File: src/rtl/frag_tile_scheduler.sv
// rtl/frag_tile_scheduler.sv - splits a fragment bounding box into row-major tiles
// One box is accepted in IDLE; its tiles are then emitted in EMIT under a valid/ready handshake.
module frag_tile_scheduler #(
    parameter logic [15:0] TILE_STEP = 16'd128
) (
    input  logic        clk,
    input  logic        rst,
    input  logic        nd,
    output logic        us_rfd,
    input  logic [15:0] fp_min_x,
    input  logic [15:0] fp_max_x,
    input  logic [15:0] fp_min_y,
    input  logic [15:0] fp_max_y,
    input  logic        ds_rfd,
    output logic        rdy,
    output logic [15:0] tile_min_x,
    output logic [15:0] tile_max_x,
    output logic [15:0] tile_min_y,
    output logic [15:0] tile_max_y,
    output logic        last,
    output logic        err
);

    localparam logic [0:0] S_IDLE = 1'b0;
    localparam logic [0:0] S_EMIT = 1'b1;

    logic [0:0]  r_state;
    logic [15:0] r_box_min_x;
    logic [15:0] r_box_max_x;
    logic [15:0] r_box_max_y;
    logic [15:0] r_tile_min_x;
    logic [15:0] r_tile_max_x;
    logic [15:0] r_tile_min_y;
    logic [15:0] r_tile_max_y;
    logic        r_last;
    logic        r_err;

    logic        w_load;
    logic        w_accept;
    logic        w_degen;
    logic [15:0] w_ld_max_x;
    logic [15:0] w_ld_max_y;
    logic [15:0] w_nx;
    logic [15:0] w_nx_max;
    logic [15:0] w_ny;
    logic [15:0] w_ny_max;
    logic [15:0] w_row_max_x;
    logic        w_row_end;

    // Tile edge = cur + STEP - 1, evaluated in 17 bits so a carry clamps to the box edge.
    function automatic logic [15:0] f_clamp(input logic [15:0] cur, input logic [15:0] bmax);
        logic [16:0] sum;
        sum = {1'b0, cur} + {1'b0, TILE_STEP} - 17'd1;
        if (sum[16] || (sum[15:0] > bmax))
            f_clamp = bmax;
        else
            f_clamp = sum[15:0];
    endfunction

    assign w_degen     = (fp_min_x > fp_max_x) || (fp_min_y > fp_max_y);
    assign w_load      = (r_state == S_IDLE) && nd && !w_degen;
    assign w_accept    = (r_state == S_EMIT) && ds_rfd;
    assign w_ld_max_x  = f_clamp(fp_min_x, fp_max_x);
    assign w_ld_max_y  = f_clamp(fp_min_y, fp_max_y);
    assign w_nx        = r_tile_min_x + TILE_STEP;
    assign w_nx_max    = f_clamp(w_nx, r_box_max_x);
    assign w_ny        = r_tile_min_y + TILE_STEP;
    assign w_ny_max    = f_clamp(w_ny, r_box_max_y);
    assign w_row_max_x = f_clamp(r_box_min_x, r_box_max_x);
    assign w_row_end   = (r_tile_max_x == r_box_max_x);

    always_ff @(posedge clk) begin
        if (rst) begin
            r_state      <= S_IDLE;
            r_box_min_x  <= 16'h0000;
            r_box_max_x  <= 16'h0000;
            r_box_max_y  <= 16'h0000;
            r_tile_min_x <= 16'h0000;
            r_tile_max_x <= 16'h0000;
            r_tile_min_y <= 16'h0000;
            r_tile_max_y <= 16'h0000;
            r_last       <= 1'b0;
            r_err        <= 1'b0;
        end else begin
            r_err <= (r_state == S_IDLE) && nd && w_degen;
            if (w_load) begin
                r_state      <= S_EMIT;
                r_box_min_x  <= fp_min_x;
                r_box_max_x  <= fp_max_x;
                r_box_max_y  <= fp_max_y;
                r_tile_min_x <= fp_min_x;
                r_tile_max_x <= w_ld_max_x;
                r_tile_min_y <= fp_min_y;
                r_tile_max_y <= w_ld_max_y;
                r_last       <= (w_ld_max_x == fp_max_x) && (w_ld_max_y == fp_max_y);
            end else if (w_accept) begin
                if (r_last) begin
                    r_state <= S_IDLE;
                    r_last  <= 1'b0;
                end else if (!w_row_end) begin
                    r_tile_min_x <= w_nx;
                    r_tile_max_x <= w_nx_max;
                    r_last       <= (w_nx_max == r_box_max_x) && (r_tile_max_y == r_box_max_y);
                end else begin
                    r_tile_min_x <= r_box_min_x;
                    r_tile_max_x <= w_row_max_x;
                    r_tile_min_y <= w_ny;
                    r_tile_max_y <= w_ny_max;
                    r_last       <= (w_row_max_x == r_box_max_x) && (w_ny_max == r_box_max_y);
                end
            end
        end
    end

    assign us_rfd     = (r_state == S_IDLE);
    assign rdy        = (r_state == S_EMIT);
    assign tile_min_x = r_tile_min_x;
    assign tile_max_x = r_tile_max_x;
    assign tile_min_y = r_tile_min_y;
    assign tile_max_y = r_tile_max_y;
    assign last       = r_last;
    assign err        = r_err;

endmodule

File: config.mk
export PLATFORM = sky130hd
export DESIGN_NAME = frag_tile_scheduler
export DESIGN_NICKNAME = d
export VERILOG_FILES = /design/src/rtl/frag_tile_scheduler.sv
export SDC_FILE = /design/constraint.sdc
export NUM_CORES = 1
export LEC_CHECK = 0
export BUFFER_PORTS_ARGS = -buffer_cell sky130_fd_sc_hd__buf_2
export CELL_PAD_IN_SITES_DETAIL_PLACEMENT = 1
export CELL_PAD_IN_SITES_GLOBAL_PLACEMENT = 2
export CORE_ASPECT_RATIO = 0.8
export CORE_MARGIN = 3
export CORE_UTILIZATION = 35
export DETAILED_ROUTE_END_ITERATION = 16
export GPL_TIMING_DRIVEN = 0
export PLACE_DENSITY_LB_ADDON = 0.1
export SLEW_MARGIN = 10
export SYNTH_ARGS = -nofsm -noshare
export SYNTH_HDL_FRONTEND = slang
export SYNTH_SLANG_ARGS = --single-unit
File: constraint.sdc
create_clock -name clk -period 5.5 [get_ports clk]
set_clock_uncertainty 0.15 [all_clocks]
set_input_delay 0.275 -clock clk [delete_from_list [all_inputs] [get_ports clk]]
set_output_delay 0.275 -clock clk [all_outputs]
set_load 0.03 [all_outputs]
Yosys cells after proc, flatten, opt, wreduce, memory -nomap -nowiden
Cells that the tools add are included.
Word-level totals
  register bits: 115
  bits in latches: 0
  RAM bits: 0
  bits in read-only memories: 0
  input port bits: 68
  output and inout port bits: 68
  logic and storage cells: 86
  memories: 0
Cells by class
  add/subtract/negate cells: 12
  $mul: 0
  divide/modulo/power cells: 0
  magnitude comparators: 7
  eq/ne operators: 8
  shifts and indexed selects: 0
  mux-type cells: 28
  bitwise operators: 1
  reduce and logical (&&, ||, !) cells: 20
Operators with widths (number)
  $mux W16: 21
  $eq A16 B16 Y1: 7
  $gt A16 B16 Y1: 7
  $add A16 B8 Y17 const B: 5
  $sub A17 B1 Y17 const B: 5
  $add A16 B8 Y16 const B: 2
  $logic_and A1 B1 Y1: 7
  $mux W1: 7
  $logic_or A1 B1 Y1: 6
  $reduce_bool A2 Y1: 3
  $reduce_and A2 Y1: 2
  $reduce_and A3 Y1: 1
  $ne A2 B1 Y1 const B: 1
  $logic_not A1 Y1: 1
  $not A1 Y1: 1

Logic depth before layout (Yosys ltp)
  word-level depth: 12
  mapped depth: 19
  depth with buffers taken out: 17

Worst setup path after synthesis
No wires, ideal clock.
  path kind: reg-to-reg
  start: register r_tile_min_y[7] (netlist: tile_min_y[7])
  end: register r_tile_max_y[13] (netlist: tile_max_y[13])
  library setup time: 0.132 ns
  arrival: 4.360 ns
  required time: 5.218 ns
  path slack: 0.858 ns
  cell stages (with the launch flop): 20
  buffers on the path: 2
  period minus slack after synthesis: 4.642 ns
  cells stage by stage: dfxtp_1 -> clkbuf_1 -> inv_1 -> ha_1 -> a311oi_1 -> nand4_1 -> nand2_1 -> nor4bb_1 -> inv_1 -> ha_1 -> nand4_1 -> nor2_1 -> a221o_1 -> o31a_1 -> a21oi_1 -> buf_2 -> mux2i_1 -> nor2_1 -> a31oi_1 -> a21oi_1
Between the ends
  word-level cells in the longest chain between the ends: 10
Ends and longest elaborated chain
  start, declared: line 33  | logic [15:0] r_tile_min_y;
  start signal, assigned: line 93  | r_tile_min_y <= fp_min_y;
  start signal, assigned: line 107  | r_tile_min_y <= w_ny;
  $add A16 B8 Y16 *: line 67  | assign w_ny = r_tile_min_y + TILE_STEP;
  $add A16 B8 Y17 *: line 53  | sum = {1'b0, cur} + {1'b0, TILE_STEP} - 17'd1;
  $sub A17 B1 Y17 *: line 53
  $gt A16 B16 Y1: line 54  | if (sum[16] || (sum[15:0] > bmax))
  $logic_or A1 B1 Y1: line 54
  $mux W16 *: line 54
  $mux W16 *: line 100  | end else if (!w_row_end) begin
  $mux W16 *: line 97  | if (r_last) begin
  $mux W16 *: line 96  | end else if (w_accept) begin
  $mux W16 *: line 86  | if (w_load) begin
  end signal, assigned: line 94  | r_tile_max_y <= w_ld_max_y;
  end signal, assigned: line 108  | r_tile_max_y <= w_ny_max;
  end, declared: line 34  | logic [15:0] r_tile_max_y;
Mark *: on every way between the ends. The rest lies on a longest branch, timed or not. The select of a mux whose other input is x is not followed.
A chain may end at the register's enable or synchronous reset.

Worst setup path in the final report
Same ends and word-level chain as after synthesis.

==> metrics <==
worst-path fanout max=10; Initial Utilization=35.8%; fin crit period=5.18 ns; Clk pwr share=29.4%; CTS buffer count=17; Core ar.=32900 µm²; CP Cell Sequence=clkbuf_2, inv_1, ha_1, a311oi_2, nand4_1, buf_4, o32ai_1, nor4bb_2, inv_1, ha_1, nand4_1, nor2_1, a221o_1, o31a_1, a21oi_4, clkbuf_4, mux2i_1, nor2_1, a31oi_1, a21oi_1; reg2reg end=tile_max_y[13]; Final Util=42.2%; PortBufs=134; Peak VDD IR=0.218 mV; first-pass GRT wire length=78.3 mm; sequential power share=25.3%; routed wire length=52.9 mm; post-route ant nets=0; Synth Warn #=0; synth top area cells=dfxtp_1, ha_1, xnor2_1; area occupied by registers=2300 µm²; routed len/inst=23.9 µm; LEAKAGE=5.95 nW; Final Cell Area=13900 µm²; Clock Tree Buf Depth=2; Area Growth Syn to Fin=17.9%; die height=170 µm; metal2 WL=20.7 mm; vias in the first global route=12320; arrival time worst endpoint=5.33 ns; Yosys top cell area share=19.6%; worst reg2reg path startpoint=tile_min_y[7]; DRC viols=0; Die ar.=35900 µm²; htree depth=4; fmax=193 MHz; area occupied by multi-input gates=8650 µm²; Total Power=4.04 mW; num rows=59; hpwl dp=43.7 mm; WHS Endpoint=r_box_max_y[2]; gr ovfl total=0; largest net degree at the start of global routing=17; WL met1=27.4 mm; combinational power share=45.3%; Post-synth EDFFs=0; crit end category=flip-flop; vias per inst=5.78; Hold Path Class=in2reg; sw frac=44.4%; # fillers=4142; most frequent cells after synthesis=nand2_1, a21oi_1, inv_1; r2r worst-path depth=20; Clk Latency, worst-skew pair=0.44 ns; Synth Instances=1590; antenna cell count=0; Power Internal=2.25 mW; CTS root buf=clkbuf_16; Rel. slew slack=38.3%; DR WL met3=4.21 mm; cell taking the most area after synthesis=dfxtp_1; CTS tree=built; most frequent cell after synthesis=nand2_1; period utilization=94.2%; share of layout cells above drive strength 1=12.4%; final hold viol count=0; async set-or-reset flop fraction in the synthesized netlist=0%; Worst-Margin Slew=0.923 ns; Synth Flop Type=dfxtp_1; #FFs+latches synth=115; Avg Inst Size Synth=7.40 µm²; Vias=12755; Crit Path Category=reg2reg; highest metal used=met4; DR iter-0 viols=1178; Req. time, crit path=5.65 ns; hold path cells=3; max-cap violations=0; Seq/Total Area, Yosys=19.6%; gr usage total=28.7%; TritonRoute pass-1 iters=6; Sink Count=115; CP max stage cell=dfxtp_1; Die Wd=211 µm; Nets=1957; Final Max Tran Viols=0; Worst R2R Setup Slack=0.32 ns; Yosys cell types=85; CP max stage delay=0.39 ns; routability cong.=0.938; PD cells=291 nW/µm²; syn nets=1779; Finish-stage setup viols=0; Post-Syn Area=11800 µm²; initial antenna violation count=0; IO Count=136; critical path startpoint category=flip-flop; clock-pin slew on the worst setup and hold paths=0.06 ns; hold wc startpoint=fp_max_y[2]; Sw Pwr=1.79 mW; DP Area=13000 µm²; status=finished, final reports clean
## flip-flops by register name, indices dropped and copies added (netlist names)
register     cells
err              1
r_box_max_y     16
rdy              1
tile_min_y      16
last             1
tile_max_y      16
tile_min_x      16
tile_max_x      16
r_box_min_x     16
r_box_max_x     16
## cell families (layout without fill, tap and decap cells)
kind of cell	count (synthesis)	in the layout	share of synthesized area (%)
and+or+nand+nor	513	513	20.8
AOI/OAI and AO/OA	419	419	23.5
buffers and inverters	215	406	7.20
xor gates and xnor gates	185	185	14.2
adders and majority gates	121	121	12.9
DFF	115	115	19.6
muxes	22	22	1.89
## worst max-delay path: cells and delay by family, from the launching register on
kind | cells | cell delay [ns]
mux | 1 | 0.39
flops | 1 | 0.39
simple gates | 5 | 0.71
compound gates | 7 | 1.83
buf+inv | 5 | 0.96
fa+ha+maj | 2 | 0.58
## power groups by stage
stage               Combinational (mW)  Clock [mW]  Sequential (mW)
finish                            1.83        1.19             1.02
detailed placement                1.77           0             1.03
global route                      1.99        1.23             1.03
floorplan                         1.11           0             1.09
CTS                               1.80        1.19             1.01
global placement                  1.73           0             1.03
## repair_timing
item                                    4_1_cts  5_1_grt
endpoints found under the setup margin       16       15
pin swaps                                     0        1
hold endpoints to repair                     23        0
gates cloned                                  0        0
hold buffers                                 23        0
resized for setup                             4        8
setup buffers                                 0        3
## stage by stage
step / setup TNS (ns) / hold slack (ns) / setup slack [ns] / cells
after floorplan: 0 / 0.261 / 0.858 / 1590
after global placement: -6.34 / 0.312 / -0.592 / 2151
after detailed placement: -6.72 / 0.326 / -0.581 / 2151
after CTS: 0 / 0.00424 / 0.0785 / 2206
after global routing: -0.00516 / 0.0102 / -0.00516 / 2208
final: 0 / 0.0155 / 0.320 / 2208
## area by class of cell
cell class                      instances  share of cell area (%)
Buffer                                 91                    2.80
Clock buffer                           18                    3.17
Clock inverter                         14                    1.21
Inverter                              123                    3.33
Multi-Input combinational cell       1260                    62.4
Sequential cell                       115                    16.6
Tap cell                              427                    3.85
Timing Repair Buffer                  160                    6.66
## per-layer routing
| metal | vias up | GRT usage (%) |
|---|---|---|
| met5 | - | 0 |
| met2 | 439 | 40.1 |
| met3 | 36 | 5.81 |
| met4 | 0 | 4.51 |
| li1 | 6032 | - |
| met1 | 6248 | 45.3 |
## cells in the final DEF, fill, tap and decap left out, drive strengths merged, types with 48 or more instances in the layout
cell | Yosys | layout
nand2 | 235 | 235
a21oi | 168 | 168
xnor2 | 112 | 112
inv | 122 | 130
xor2 | 70 | 70
clkbuf | 64 | 82
dfxtp | 115 | 115
o21ai | 48 | 48
buf | 28 | 164
ha | 121 | 121
nor2 | 86 | 86
## how the worst max path moves through the flow
stage / start / endpoint / slack [ns] / depth (start not counted)
floorplan: tile_min_y[7] / tile_max_y[13] / 0.86 / 19
global placement: tile_min_y[7] / tile_max_y[13] / -0.59 / 19
detailed placement: tile_min_y[7] / tile_max_y[4] / -0.58 / 19
CTS: tile_min_y[8] / tile_max_y[4] / 0.08 / 19
global route: tile_min_y[0] / tile_max_y[4] / -0.005 / 19
finish: tile_min_y[7] / tile_max_y[13] / 0.32 / 20
(Power assumes the default switching activity.)
